**config.mk**
```make
export PLATFORM = sky130hd
export DESIGN_NAME = id_ex_stage
export DESIGN_NICKNAME = d
export VERILOG_FILES = /design/src/rtl/proc_pkg.sv /design/src/rtl/id_ex_stage_load_use_detect.sv /design/src/rtl/id_ex_stage.sv
export SDC_FILE = /design/constraint.sdc
export NUM_CORES = 1
export LEC_CHECK = 0
export CORE_AREA = 2 2 161 163
export DETAILED_ROUTE_END_ITERATION = 8
export DIE_AREA = 0 0 163 165
export PLACE_DENSITY = 0.6
export SLEW_MARGIN = 20
export SYNTH_ARGS = -nofsm -noshare
export SYNTH_HDL_FRONTEND = slang
export SYNTH_SLANG_ARGS = --single-unit
```
**constraint.sdc**
```tcl
create_clock -name clock -period 1.88 [get_ports clock]
set_input_delay 0.47 -clock clock [delete_from_list [all_inputs] [get_ports clock]]
set_output_delay 0.47 -clock clock [all_outputs]
set_load 0.02 [all_outputs]
```
**src/rtl/proc_pkg.sv**
```systemverilog
// Shared definitions for the RISC-V core pipeline: default widths and the
// bit map of the decode control bundle.
package proc_pkg;

    localparam int N_DEFAULT  = 32;
    localparam int M_DEFAULT  = 5;
    localparam int CW_DEFAULT = 8;

    localparam int CTRL_REGWRITE = 0;
    localparam int CTRL_MEMREAD  = 1;
    localparam int CTRL_MEMWRITE = 2;
    localparam int CTRL_BRANCH   = 3;
    localparam int CTRL_ALUSRC   = 4;
    localparam int CTRL_ALUOP_LO = 5;
    localparam int CTRL_ALUOP_HI = 7;

    localparam logic [31:0] STALL_COUNT_MAX = 32'hFFFF_FFFF;

endpackage

```
**src/rtl/id_ex_stage_load_use_detect.sv**
```systemverilog
// Load-use hazard detector: flags an ID instruction that reads the register a
// load currently in EX has not yet fetched from memory.
module load_use_detect
    import proc_pkg::*;
#(
    parameter int M = M_DEFAULT
) (
    input  logic         id_valid,
    input  logic [M-1:0] id_rs1,
    input  logic [M-1:0] id_rs2,
    input  logic         ex_valid,
    input  logic         ex_memread,
    input  logic [M-1:0] ex_rd,
    input  logic         flush,
    output logic         stall
);

    logic rd_nonzero_s;
    logic rs_match_s;

    // A redirect kills the dependent instruction anyway, so flush suppresses the stall.
    always_comb begin
        rd_nonzero_s = (ex_rd != {M{1'b0}});
        rs_match_s   = (ex_rd == id_rs1) || (ex_rd == id_rs2);
        stall        = id_valid & ex_valid & ex_memread & rd_nonzero_s & rs_match_s & ~flush;
    end

endmodule

```
**src/rtl/id_ex_stage.sv**
```systemverilog
// ID/EX pipeline register with same-cycle writeback bypass, load-use bubble
// insertion and a saturating count of inserted bubbles.
module id_ex_stage
    import proc_pkg::*;
#(
    parameter int N  = N_DEFAULT,
    parameter int M  = M_DEFAULT,
    parameter int CW = CW_DEFAULT
) (
    input  logic          clock,
    input  logic          reset,
    input  logic          id_valid,
    input  logic [M-1:0]  id_rs1,
    input  logic [M-1:0]  id_rs2,
    input  logic [M-1:0]  id_rd,
    input  logic [N-1:0]  id_rdata1,
    input  logic [N-1:0]  id_rdata2,
    input  logic [N-1:0]  id_imm,
    input  logic [CW-1:0] id_ctrl,
    input  logic          wb_regwrite,
    input  logic [M-1:0]  wb_rd,
    input  logic [N-1:0]  wb_data,
    input  logic          flush,
    output logic          stall,
    output logic          ex_valid,
    output logic [M-1:0]  ex_rs1,
    output logic [M-1:0]  ex_rs2,
    output logic [M-1:0]  ex_rd,
    output logic [N-1:0]  ex_op1,
    output logic [N-1:0]  ex_op2,
    output logic [N-1:0]  ex_imm,
    output logic [CW-1:0] ex_ctrl,
    output logic [31:0]   stall_count
);

    logic          valid_q,  valid_d;
    logic [M-1:0]  rs1_q,    rs1_d;
    logic [M-1:0]  rs2_q,    rs2_d;
    logic [M-1:0]  rd_q,     rd_d;
    logic [N-1:0]  op1_q,    op1_d;
    logic [N-1:0]  op2_q,    op2_d;
    logic [N-1:0]  imm_q,    imm_d;
    logic [CW-1:0] ctrl_q,   ctrl_d;
    logic [31:0]   count_q,  count_d;

    logic          stall_raw_s;
    logic          wb_live_s;
    logic [N-1:0]  byp1_s;
    logic [N-1:0]  byp2_s;

    load_use_detect #(.M(M)) u_load_use_detect (
        .id_valid   (id_valid),
        .id_rs1     (id_rs1),
        .id_rs2     (id_rs2),
        .ex_valid   (valid_q),
        .ex_memread (ctrl_q[CTRL_MEMREAD]),
        .ex_rd      (rd_q),
        .flush      (flush),
        .stall      (stall_raw_s)
    );

    // Stall is held low while reset is asserted even though EX is already empty.
    assign stall = stall_raw_s & reset;

    // The regfile write lands only on the edge, so forward WB data here; x0 is never bypassed.
    always_comb begin
        wb_live_s = wb_regwrite && (wb_rd != {M{1'b0}});
        if (wb_live_s && (wb_rd == id_rs1)) begin
            byp1_s = wb_data;
        end else begin
            byp1_s = id_rdata1;
        end
        if (wb_live_s && (wb_rd == id_rs2)) begin
            byp2_s = wb_data;
        end else begin
            byp2_s = id_rdata2;
        end
    end

    // Next state: flush beats stall beats a normal load; bubbles carry all-zero fields.
    always_comb begin
        valid_d = 1'b0;
        rs1_d   = {M{1'b0}};
        rs2_d   = {M{1'b0}};
        rd_d    = {M{1'b0}};
        op1_d   = {N{1'b0}};
        op2_d   = {N{1'b0}};
        imm_d   = {N{1'b0}};
        ctrl_d  = {CW{1'b0}};
        count_d = count_q;
        if (flush) begin
            valid_d = 1'b0;
        end else if (stall_raw_s) begin
            if (count_q != STALL_COUNT_MAX) begin
                count_d = count_q + 32'd1;
            end else begin
                count_d = count_q;
            end
        end else begin
            valid_d = id_valid;
            rs1_d   = id_rs1;
            rs2_d   = id_rs2;
            rd_d    = id_rd;
            op1_d   = byp1_s;
            op2_d   = byp2_s;
            imm_d   = id_imm;
            ctrl_d  = id_valid ? id_ctrl : {CW{1'b0}};
        end
    end

    // Pipeline register and bubble counter.
    always_ff @(posedge clock or negedge reset) begin
        if (!reset) begin
            valid_q <= 1'b0;
            rs1_q   <= {M{1'b0}};
            rs2_q   <= {M{1'b0}};
            rd_q    <= {M{1'b0}};
            op1_q   <= {N{1'b0}};
            op2_q   <= {N{1'b0}};
            imm_q   <= {N{1'b0}};
            ctrl_q  <= {CW{1'b0}};
            count_q <= 32'd0;
        end else begin
            valid_q <= valid_d;
            rs1_q   <= rs1_d;
            rs2_q   <= rs2_d;
            rd_q    <= rd_d;
            op1_q   <= op1_d;
            op2_q   <= op2_d;
            imm_q   <= imm_d;
            ctrl_q  <= ctrl_d;
            count_q <= count_d;
        end
    end

    assign ex_valid    = valid_q;
    assign ex_rs1      = rs1_q;
    assign ex_rs2      = rs2_q;
    assign ex_rd       = rd_q;
    assign ex_op1      = op1_q;
    assign ex_op2      = op2_q;
    assign ex_imm      = imm_q;
    assign ex_ctrl     = ctrl_q;
    assign stall_count = count_q;

endmodule

```
After elaboration in Yosys (flattened, before gate mapping)
Index checks and enable logic that the tools add are counted.

Bitwise gates (word level): 7. Add/subtract/negate cells: 1. Reduce and logical (&&, ||, !) cells: 7. Equality and inequality tests: 5. Mux-type cells: 19.

Operators by type and width (number): 32-bit two-way mux (8); 32-bit by 1-bit adder with 32-bit output, second input constant (1); 32-bit inequality test, second input constant (1); 5-bit two-way mux (6); 8-bit two-way mux (3); 5-bit == test (4); 5-bit nonzero test (2); 1-bit bitwise AND (6); 1-bit logical AND (3); 3-bit AND reduction (1); 1-bit two-way mux (2); 1-bit logical OR (1); 1-bit inverter (1).

Output and inout port bits: 153. Register bits after elaboration: 152. Word-level logic and storage cells: 48.

Logic depth before layout (Yosys ltp)
Gate-level depths: netlist of run 1.

Depth after elaboration: 7. Mapped depth: 8.

Modules after synthesis
A second synthesis of run 1 with hierarchy kept.

Cell total of the unflattened synthesis: 542. Area total of the unflattened synthesis: 6221.0 um^2.

By module, submodules not included: id_ex_stage (times used 1, sequential area each 3803.6 um^2, area an instance 6080.8 um^2, cells each 524); load_use_detect (times used 1, sequential area each 0.0 um^2, area an instance 140.1 um^2, cells each 18).

Worst setup path before layout of run 1
No wires, ideal clock.

Path type: register to register. Start: reg count_q[5], in the netlist stall_count[5]. End: reg count_q[30], in the netlist stall_count[30]. Clock period less this slack: 2143 ps. Cell stages (with the launch flop): 7. Setup slack: -263 ps. Path buffers: 0. Arrival time: 2018 ps. Setup time: 125 ps. Cell sequence: dfrtp_1 nand3_2 or4_4 nor3_4 nand4_4 nor2_1 mux2_2.

Word-level cells in the longest chain between the ends: 2.

RTL lines: start: declaration (line id_ex_stage.sv:44) `logic [31:0] count_q, count_d;`; start signal: assignment (line id_ex_stage.sv:132) `count_q <= count_d;`; branches (longest 2 deep; another with 32-bit by 1-bit adder with 32-bit output).

Parallel ways; which one is timed is not known. A chain may end at the register's enable or synchronous reset.

Worst setup path after layout of run 1
Start: in id_rs1[1]. End: out stall.

Word-level cells in the longest chain between the ends: 5.

RTL lines: start: declaration (line id_ex_stage.sv:13) `input logic [M-1:0] id_rs1,`; 5-bit == test (line id_ex_stage_load_use_detect.sv:24) `rs_match_s = (ex_rd == id_rs1) || (ex_rd == id_rs2);`; 1-bit logical OR (line id_ex_stage_load_use_detect.sv:24); 1-bit bitwise AND (2 in a row) (line id_ex_stage_load_use_detect.sv:25) `stall = id_valid & ex_valid & ex_memread & rd_nonzero_s & rs_match_s & ~flush;`; 1-bit bitwise AND (line id_ex_stage.sv:63) `assign stall = stall_raw_s & reset;`; end: declaration (line id_ex_stage.sv:24) `output logic stall,`.

No other way between the ends.

==> impl_metrics.env, run 1 <==
export IMPL_start_util_pct=24.8
export IMPL_final_common_cell="clkdlybuf4s50_1"
export IMPL_crit_path_max_fanout=2
export IMPL_io_pins=314
export IMPL_track_usage_pct=15.8
export IMPL_run_status="finished with violations"
export IMPL_final_cells=1273
export IMPL_fin_crit_ps=2230
export IMPL_routed_wl_mm=21.4
export IMPL_syn_inst=517
export IMPL_grt_start_max_net_pins=153
export IMPL_numCtsBuffers=17
export IMPL_cp_cell_sequence="clkdlybuf4s50_1 -> xnor2_1 -> nand2_1 -> o22ai_4 -> and3_4 -> buf_6"
export IMPL_finalWeightedCongestion=0.811
export IMPL_worst_slack_ps=-346
export IMPL_placedCellCount=1229
export IMPL_leakage_nw=5.62
export IMPL_clk_pin_slew_ps=60
export IMPL_drive_gt1_share_pct=21.0
export IMPL_async_flop_share_pct=100
export IMPL_dp_slack_ps=-948
export IMPL_slowest_delay_ps=500
export IMPL_required_ps=1410
export IMPL_syn_num_nets=679
export IMPL_globalRouteOverflowTotal=0
export IMPL_worstPathArrival_ps=1760
export IMPL_end_kind="primary output"
export IMPL_hold_viol=0
export IMPL_grt_pass1_wl_mm=32.2
export IMPL_finalSetupViolations=151
export IMPL_dieArea_um2=26900
export IMPL_worst_setup_path_start_kind="primary input"
export IMPL_post_route_period_util_pct=118
export IMPL_cp_slowest_cell="clkdlybuf4s50_1"
export IMPL_clockBufferDepth=2
export IMPL_cts_root_buffer="clkbuf_16"
export IMPL_maxSlewHeadroom_pct=41.7
export IMPL_synth_warnings=0
export IMPL_crit_type="in -> out"
export IMPL_fmax_ghz=0.449
export IMPL_violations="negative setup slack"
export IMPL_via_per_inst=4.19
export IMPL_hpwl_mm=15.8
export IMPL_port_buffers=313
export IMPL_core_area_um2=25000
export IMPL_max_cap_violations=0
export IMPL_grt_pass1_vias=5585
export IMPL_detail_route_wl_per_cell_um=16.8
export IMPL_ant_nets=0
export IMPL_die_h_um=165
export IMPL_remaining_drc_errors=0
export IMPL_ys_ff_latch=152
export IMPL_num_rows=58
export IMPL_fillCellCount=2318
export IMPL_ys_flop_type="dfrtp_1"
export IMPL_power_density_nw_per_um2=695
export IMPL_cts_tree="done"
export IMPL_netlist_area_um2=6200
export IMPL_slew_violations=0
export IMPL_final_cell_area_um2=11600
export IMPL_first_iter_violations=333
export IMPL_clk_latency_ps=410
export IMPL_synth_area_per_cell_um2=12.0
export IMPL_antennaDiodeCount=0
export IMPL_rsz0062_at_grt="yes"
export IMPL_ir_worst_vdd_mv=0.489
export IMPL_hold_path_class="in -> async"
export IMPL_dr_pass1_iters=4
export IMPL_clock_sinks=152
export IMPL_synth_cell_types=36
export IMPL_placed_area_um2=10600
export IMPL_yosysSeqAreaShare_pct=61.3
export IMPL_fin_nets=1092
export IMPL_final_cell_mix="clkdlybuf4s50_1, dfrtp_1, buf_4"
export IMPL_area_growth_pct=87.4
export IMPL_tightestPinTransition_ps=874
export IMPL_htree_num_levels=4
export IMPL_die_w_um=163
export IMPL_fin_worst_skew_ps=13.2
export IMPL_vias=5331
export IMPL_synth_edf_count=0
export IMPL_antenna_found_initial=0
==> where the power goes <==
part | switching (mW) | internal (mW)
Sequential | 0.0448 | 3.40
Clock | 1.54 | 1.79
Combinational | 0.563 | 0.739
Total | 2.15 | 5.93
==> path summary, 6_finish.rpt <==
check	start	slack, ps	to	cells past startpoint
setup reg to reg	ex_rd[4]	-280	stall_count[9]	11
hold reg to reg	stall_count[27]	500	stall_count[27]	1
min in group clock	id_rs2[1]	480	ex_rs2[1]	3
max in group asynchronous	reset	970	stall_count[5]	2
hold / removal	reset	200	ex_op2[5]	2
setup / recovery	id_rs1[1]	-350	stall	6
==> critical path, delay by kind of cell <==
| family | cells | cell delay (ps) |
|---|---|---|
| AO/OA/AOI/OAI | 1 | 210 |
| XOR/XNOR | 1 | 120 |
| buffers and inverters | 2 | 620 |
| AND/OR/NAND/NOR | 2 | 330 |
==> cells by family (layout without fill, tap and decap cells) <==
family | count (synthesis) | after routing | synth area share (%)
AO/OA/AOI/OAI | 7 | 7 | 0.827
flip-flops | 152 | 152 | 61.3
buffers and inverters | 28 | 454 | 1.92
adder cells (fa/ha/maj) | 1 | 1 | 0.202
multiplexers | 66 | 66 | 10.7
XOR/XNOR | 48 | 48 | 6.78
AND/OR/NAND/NOR | 215 | 215 | 18.3
==> flip-flops by register name (all words and copies together), names as in the netlist <==
signal,cells
ex_rs2,5
ex_op1,32
ex_valid,1
ex_rs1,5
ex_ctrl,8
stall_count,32
ex_rd,5
ex_op2,32
ex_imm,32
==> area by class of cell <==
class	count	area, um^2	area share [%]
Sequential cell	152	3820	32.8
Tap cell	330	413	3.55
Inverter	6	22.5	0.194
Clock buffer	18	439	3.78
Clock inverter	14	129	1.11
Multi-Input combinational cell	337	2590	22.2
Timing Repair Buffer	416	4220	36.3
==> what timing repair did <==
action                                  4_1_cts  5_1_grt
endpoints found under the setup margin      193      183
setup buffers                                 4        4
resized for setup                            88       57
hold buffers                                  0        0
cloned                                        5        0
pin swaps                                    15       14
==> layer usage <==
layer  global-route usage [%]  share of wire [%]  vias to the layer above
met4                     4.22                1.3                        0
met2                     28.3                 51                      203
met5                        0                  0                        -
li1                         -                  -                     2553
met1                     18.3                 40                     2560
met3                     5.00                8.3                       15
==> synth_stat cells, types with 2 or more instances <==
library cell  instances  area [um^2]
dfrtp_1             152         3800
nor2_1               78          293
mux2i_1              64          641
and2_1               50          313
xor2_1               27          236
xnor2_1              21          184
nand3_1              19         95.1
nand2_1              16         60.1
nor3_1               13         65.1
and3_1               12         75.1
buf_2                 8         40.0
clkbuf_1              7         26.3
nand4_1               7         43.8
buf_1                 6         22.5
inv_1                 6         22.5
nor4_1                6         37.5
nor4_2                4         50.1
a21oi_1               2         10.0
nand2b_1              2         12.5
==> metrics by stage <==
step | util, % | hold slack (ps) | TNS, ps | power [mW]
finish | 46.4 | 195 | -29430 | 8.08
global route | 46.4 | 251 | -42760 | 8.45
CTS | 45.5 | 263 | -20790 | 8.21
detailed placement | 42.2 | 496 | -88180 | 4.77
global placement | 42.2 | 497 | -87450 | 4.77
floorplan | - | 174 | -157 | 3.90
No activity file was read; power rests on OpenSTA's default activity.
==> run 2: changes to the inputs <==
==> constraint.sdc (replaced) <==
create_clock -name clock -period 1.9 [get_ports clock]
set_input_delay 0.475 -clock clock [delete_from_list [all_inputs] [get_ports clock]]
set_output_delay 0.475 -clock clock [all_outputs]
set_load 0.02 [all_outputs]
==> run 2 against run 1 <==
The flow still finishes with violations (negative setup slack). Utilization is 0.27 points lower. Setup slack lost 13 ps. Clock power about the same. Combinational power about the same. Largest cell class unchanged.
==> impl_metrics.env, run 2 (synthesized netlist as in run 1, its figures left out) <==
export IMPL_run_status="finished with violations"
export IMPL_violations="negative setup slack"
export IMPL_worst_setup_path_start_kind="flip-flop"
export IMPL_clockBufferDepth=2
export IMPL_finalSetupTns_ps=-12530
export IMPL_rsz0062_at_grt="yes"
export IMPL_globalRouteOverflowTotal=0
export IMPL_first_iter_violations=261
export IMPL_hold_viol=0
export IMPL_fmax_ghz=0.443
export IMPL_clk_pin_slew_ps=70
export IMPL_grt_pass1_vias=5693
export IMPL_leakage_nw=5.39
export IMPL_area_growth_pct=86.3
export IMPL_detail_route_wl_per_cell_um=17.8
export IMPL_worst_slack_ps=-360
export IMPL_finalWeightedCongestion=0.801
export IMPL_r2r_start="ex_rd[1]"
export IMPL_post_route_period_util_pct=119
export IMPL_reg2reg_depth=10
export IMPL_die_w_um=163
export IMPL_clock_sinks=152
export IMPL_fin_worst_skew_ps=10.8
export IMPL_vias=5368
export IMPL_track_usage_pct=16.4
export IMPL_htree_num_levels=4
export IMPL_ir_worst_vdd_mv=0.504
export IMPL_via_per_inst=4.24
export IMPL_io_pins=314
export IMPL_hold_path_class="in -> async"
export IMPL_cts_hold_buf=0
export IMPL_remaining_drc_errors=0
export IMPL_tightestPinTransition_ps=935
export IMPL_fin_nets=1085
export IMPL_numCtsBuffers=17
export IMPL_final_cell_area_um2=11600
export IMPL_dieArea_um2=26900
export IMPL_num_rows=58
export IMPL_max_cap_violations=0
export IMPL_cts_tree="done"
export IMPL_required_ps=1420
export IMPL_maxSlewHeadroom_pct=37.6
export IMPL_power_density_nw_per_um2=698
export IMPL_port_buffers=313
export IMPL_antenna_found_initial=1
export IMPL_crit_path_max_fanout=4
export IMPL_start_util_pct=24.8
export IMPL_final_common_cell="clkdlybuf4s50_1"
export IMPL_crit_type="reg -> out"
export IMPL_routed_wl_mm=22.5
export IMPL_finalSetupViolations=134
export IMPL_ff_latch_area_um2=3820
export IMPL_grt_pass1_wl_mm=33.1
export IMPL_fillCellCount=2318
export IMPL_grt_start_max_net_pins=153
export IMPL_critPathLaunch="ex_rd[1]"
export IMPL_fin_crit_ps=2260
export IMPL_worstPathArrival_ps=1780
export IMPL_final_cell_mix="clkdlybuf4s50_1, dfrtp_1, nor2_1"
export IMPL_end_kind="primary output"
export IMPL_hpwl_mm=15.8
export IMPL_multi_input_area_um2=2570
export IMPL_slew_violations=0
export IMPL_dr_pass1_iters=4
export IMPL_cts_root_buffer="clkbuf_16"
export IMPL_core_area_um2=25000
export IMPL_ant_nets=0
export IMPL_die_h_um=165
export IMPL_placed_area_um2=10400
export IMPL_clk_latency_ps=420
export IMPL_drive_gt1_share_pct=19.8
run 2: layout make-up:
| cell class | instances | share of cell area [%] |
|---|---|---|
| clock buffer | 18 | 3.80 |
| antenna | 1 | 0.0216 |
| timing repair buffer | 409 | 36.1 |
| tap | 330 | 3.57 |
| sequential | 152 | 33.0 |
| multi-input combinational | 337 | 22.2 |
| clock inverter | 14 | 1.11 |
| inverter | 6 | 0.195 |
run 2: worst paths after layout:
check,endpoint,slack [ps]
max in group asynchronous,stall_count[5],950
min in group clock,ex_rs1[1],450
hold reg to reg,stall_count[31],510
hold / removal,ex_rs1[3],140
setup reg to reg,ex_op1[15],-120
setup / recovery,stall,-360
run 2: report_power, final:
group	internal, mW	switching (mW)
clock network	1.78	1.57
logic	0.731	0.569
registers	3.37	0.0453
run 2: layer usage:
metal,GRT usage [%],routed length (um),vias up
met5,0,0,-
met4,4.71,289,0
met3,6.05,2120,21
met2,29.3,11300,234
met1,18.4,8880,2566
li1,-,-,2547
run 2: repair_timing:
| action | CTS | global route |
|---|---|---|
| endpoints found under the setup margin | 186 | 167 |
| pin swaps | 15 | 9 |
| gates resized for setup | 105 | 34 |
| setup buffers | 7 | 5 |
| gates cloned | 7 | 2 |
run 2: worst max-delay path, cell delays in order, from the launching register on:
cell and delay, ps:
dfrtp_2 460, xnor2_1 230, nand2_2 110, o22ai_4 220
and3_4 220, buf_6 120
run 2: per-stage QoR:
stage / util [%] / instances / hold WS (ps) / setup WS [ps] / power [mW]
final: 46.2 / 1267 / 144 / -360 / 8.06
after global routing: 46.2 / 1267 / 247 / -451 / 8.43
after CTS: 45.5 / 1260 / 271 / -366 / 8.16
after detailed placement: 41.5 / 1215 / 502 / -906 / 4.72
after global placement: 41.5 / 1215 / 499 / -911 / 4.71
after floorplan: - / 517 / 179 / -92.1 / 3.86
==> run 3: changes to the inputs <==
--- a/config.mk
+++ b/config.mk
@@ -8,6 +8,7 @@
 export CORE_AREA = 2 2 161 163
 export DETAILED_ROUTE_END_ITERATION = 8
 export DIE_AREA = 0 0 163 165
+export MAX_ROUTING_LAYER = met4
 export PLACE_DENSITY = 0.6
 export SLEW_MARGIN = 20
 export SYNTH_ARGS = -nofsm -noshare
==> run 3 against run 2 <==
The run still ends with negative setup slack left. Sequential share of layout area hardly changed. Die area unchanged. Worst hold slack improved by 8.9 ps. Clock power barely moved. First-iteration DRC count increased by 13%. Via count increased by 0.69%. Setup slack better by 3.2 ps. Register-to-register slack about the same. Sequential power hardly changed. Critical path depth stayed put. Flip-flop and latch count stayed put. Cell area about the same. Critical path type unchanged. Critical endpoint unchanged. Largest cell class unchanged. Highest routed layer unchanged.
==> impl_metrics.env, run 3 (synthesized netlist as in run 1, its figures left out) <==
export IMPL_run_status="finished with violations"
export IMPL_violations="negative setup slack"
export IMPL_end_kind="primary output"
export IMPL_routed_wl_mm=22.5
export IMPL_r2r_start="ex_rd[1]"
export IMPL_clk_latency_ps=430
export IMPL_leakage_nw=5.38
export IMPL_rsz0062_at_grt="yes"
export IMPL_fin_nets=1085
export IMPL_clock_sinks=152
export IMPL_hold_path_class="in -> async"
export IMPL_multi_input_area_um2=2570
export IMPL_crit_path_max_fanout=4
export IMPL_clk_pin_slew_ps=70
export IMPL_fmax_ghz=0.443
export IMPL_grt_pass1_vias=5714
export IMPL_die_h_um=165
export IMPL_path_delay_family="flip-flops"
export IMPL_worst_slack_ps=-357
export IMPL_finalSetupViolations=96
export IMPL_globalRouteOverflowTotal=0
export IMPL_required_ps=1420
export IMPL_first_iter_violations=295
export IMPL_critPathLaunch="ex_rd[1]"
export IMPL_hpwl_mm=15.8
export IMPL_ir_worst_vdd_mv=0.496
export IMPL_port_buffers=313
export IMPL_ant_nets=0
export IMPL_drive_gt1_share_pct=20.1
export IMPL_die_w_um=163
export IMPL_dieArea_um2=26900
export IMPL_crit_type="reg -> out"
export IMPL_cp_cell_sequence="xnor2_1 -> nand2_2 -> o22ai_4 -> and3_4 -> buf_6"
export IMPL_detail_route_wl_per_cell_um=17.8
export IMPL_num_rows=58
export IMPL_fillCellCount=2321
export IMPL_numCtsBuffers=17
export IMPL_remaining_drc_errors=0
export IMPL_power_density_nw_per_um2=698
export IMPL_max_cap_violations=0
export IMPL_cp_slowest_cell="dfrtp_2"
export IMPL_slew_violations=0
export IMPL_clockBufferDepth=2
export IMPL_htree_num_levels=4
export IMPL_path_buf_inv=1
export IMPL_tightestPinTransition_ps=932
export IMPL_dr_pass1_iters=4
export IMPL_start_util_pct=24.8
export IMPL_track_usage_pct=16.9
export IMPL_post_route_period_util_pct=119
export IMPL_via_per_inst=4.27
export IMPL_final_cell_mix="clkdlybuf4s50_1, dfrtp_1, nor2_1"
export IMPL_final_cell_area_um2=11600
export IMPL_placed_area_um2=10400
export IMPL_core_area_um2=25000
export IMPL_final_common_cell="clkdlybuf4s50_1"
export IMPL_antenna_found_initial=2
export IMPL_io_pins=314
export IMPL_hold_viol=0
export IMPL_vias=5405
export IMPL_ff_latch_area_um2=3820
export IMPL_worstPathArrival_ps=1780
export IMPL_finalWeightedCongestion=0.812
export IMPL_fin_crit_ps=2260
export IMPL_cts_root_buffer="clkbuf_16"
export IMPL_area_growth_pct=86.2
export IMPL_fin_worst_skew_ps=13.2
export IMPL_slowest_delay_ps=460
export IMPL_grt_start_max_net_pins=153
export IMPL_worst_setup_path_start_kind="flip-flop"
export IMPL_cts_tree="done"
export IMPL_maxSlewHeadroom_pct=37.9
export IMPL_dp_slack_ps=-906
export IMPL_grt_pass1_wl_mm=33.0
## run 3: worst paths after layout
kind                                   to  depth (start not counted)  slack [ps]
max in group asynchronous  stall_count[5]                          2         950
setup reg to reg               ex_op1[15]                         10        -120
hold / removal                  ex_rs1[3]                          2         150
hold reg to reg            stall_count[4]                          1         510
min in group clock              ex_rs1[1]                          3         450
setup / recovery                    stall                          5        -360
## run 3: power by group
part / switching [mW] / total [mW] / internal, mW
clock network: 1.57 / 3.35 / 1.78
registers: 0.0455 / 3.41 / 3.37
logic: 0.570 / 1.30 / 0.730
## run 3: per-layer routing
metal,vias up,track usage (%),share of wire (%),wire (um)
li1,2547,-,-,-
met1,2608,19.0,41,9140
met2,229,29.3,50,11300
met3,21,5.15,8.2,1840
met4,0,4.71,1.3,292
met5,-,-,0,0
## run 3: per-stage QoR
step | hold WS (ps) | std cells | total power [mW] | setup TNS (ps) | utilization, %
2_1_floorplan | 179 | 517 | 3.86 | -117 | -
3_3_place_gp | 499 | 1215 | 4.71 | -84350 | 41.5
3_5_place_dp | 502 | 1215 | 4.72 | -84680 | 41.5
4_1_cts | 271 | 1260 | 8.16 | -20460 | 45.5
5_1_grt | 250 | 1267 | 8.43 | -22180 | 46.1
6_report | 153 | 1267 | 8.06 | -8620 | 46.1
## run 3: layout make-up
type | instances | area share, %
multi-input combinational | 337 | 22.2
inverter | 6 | 0.195
tap | 330 | 3.57
clock inverter | 14 | 1.12
antenna | 1 | 0.0217
clock buffer | 18 | 3.80
timing repair buffer | 409 | 36.0
sequential | 152 | 33.1
## run 3: what timing repair did
| item | 4_1_cts | 5_1_grt |
|---|---|---|
| hold buffers | 0 | 0 |
| setup endpoints to repair | 186 | 167 |
| resized for setup | 105 | 41 |
| pin swaps | 15 | 9 |
| buffers inserted | 7 | 5 |
| cloned | 7 | 2 |
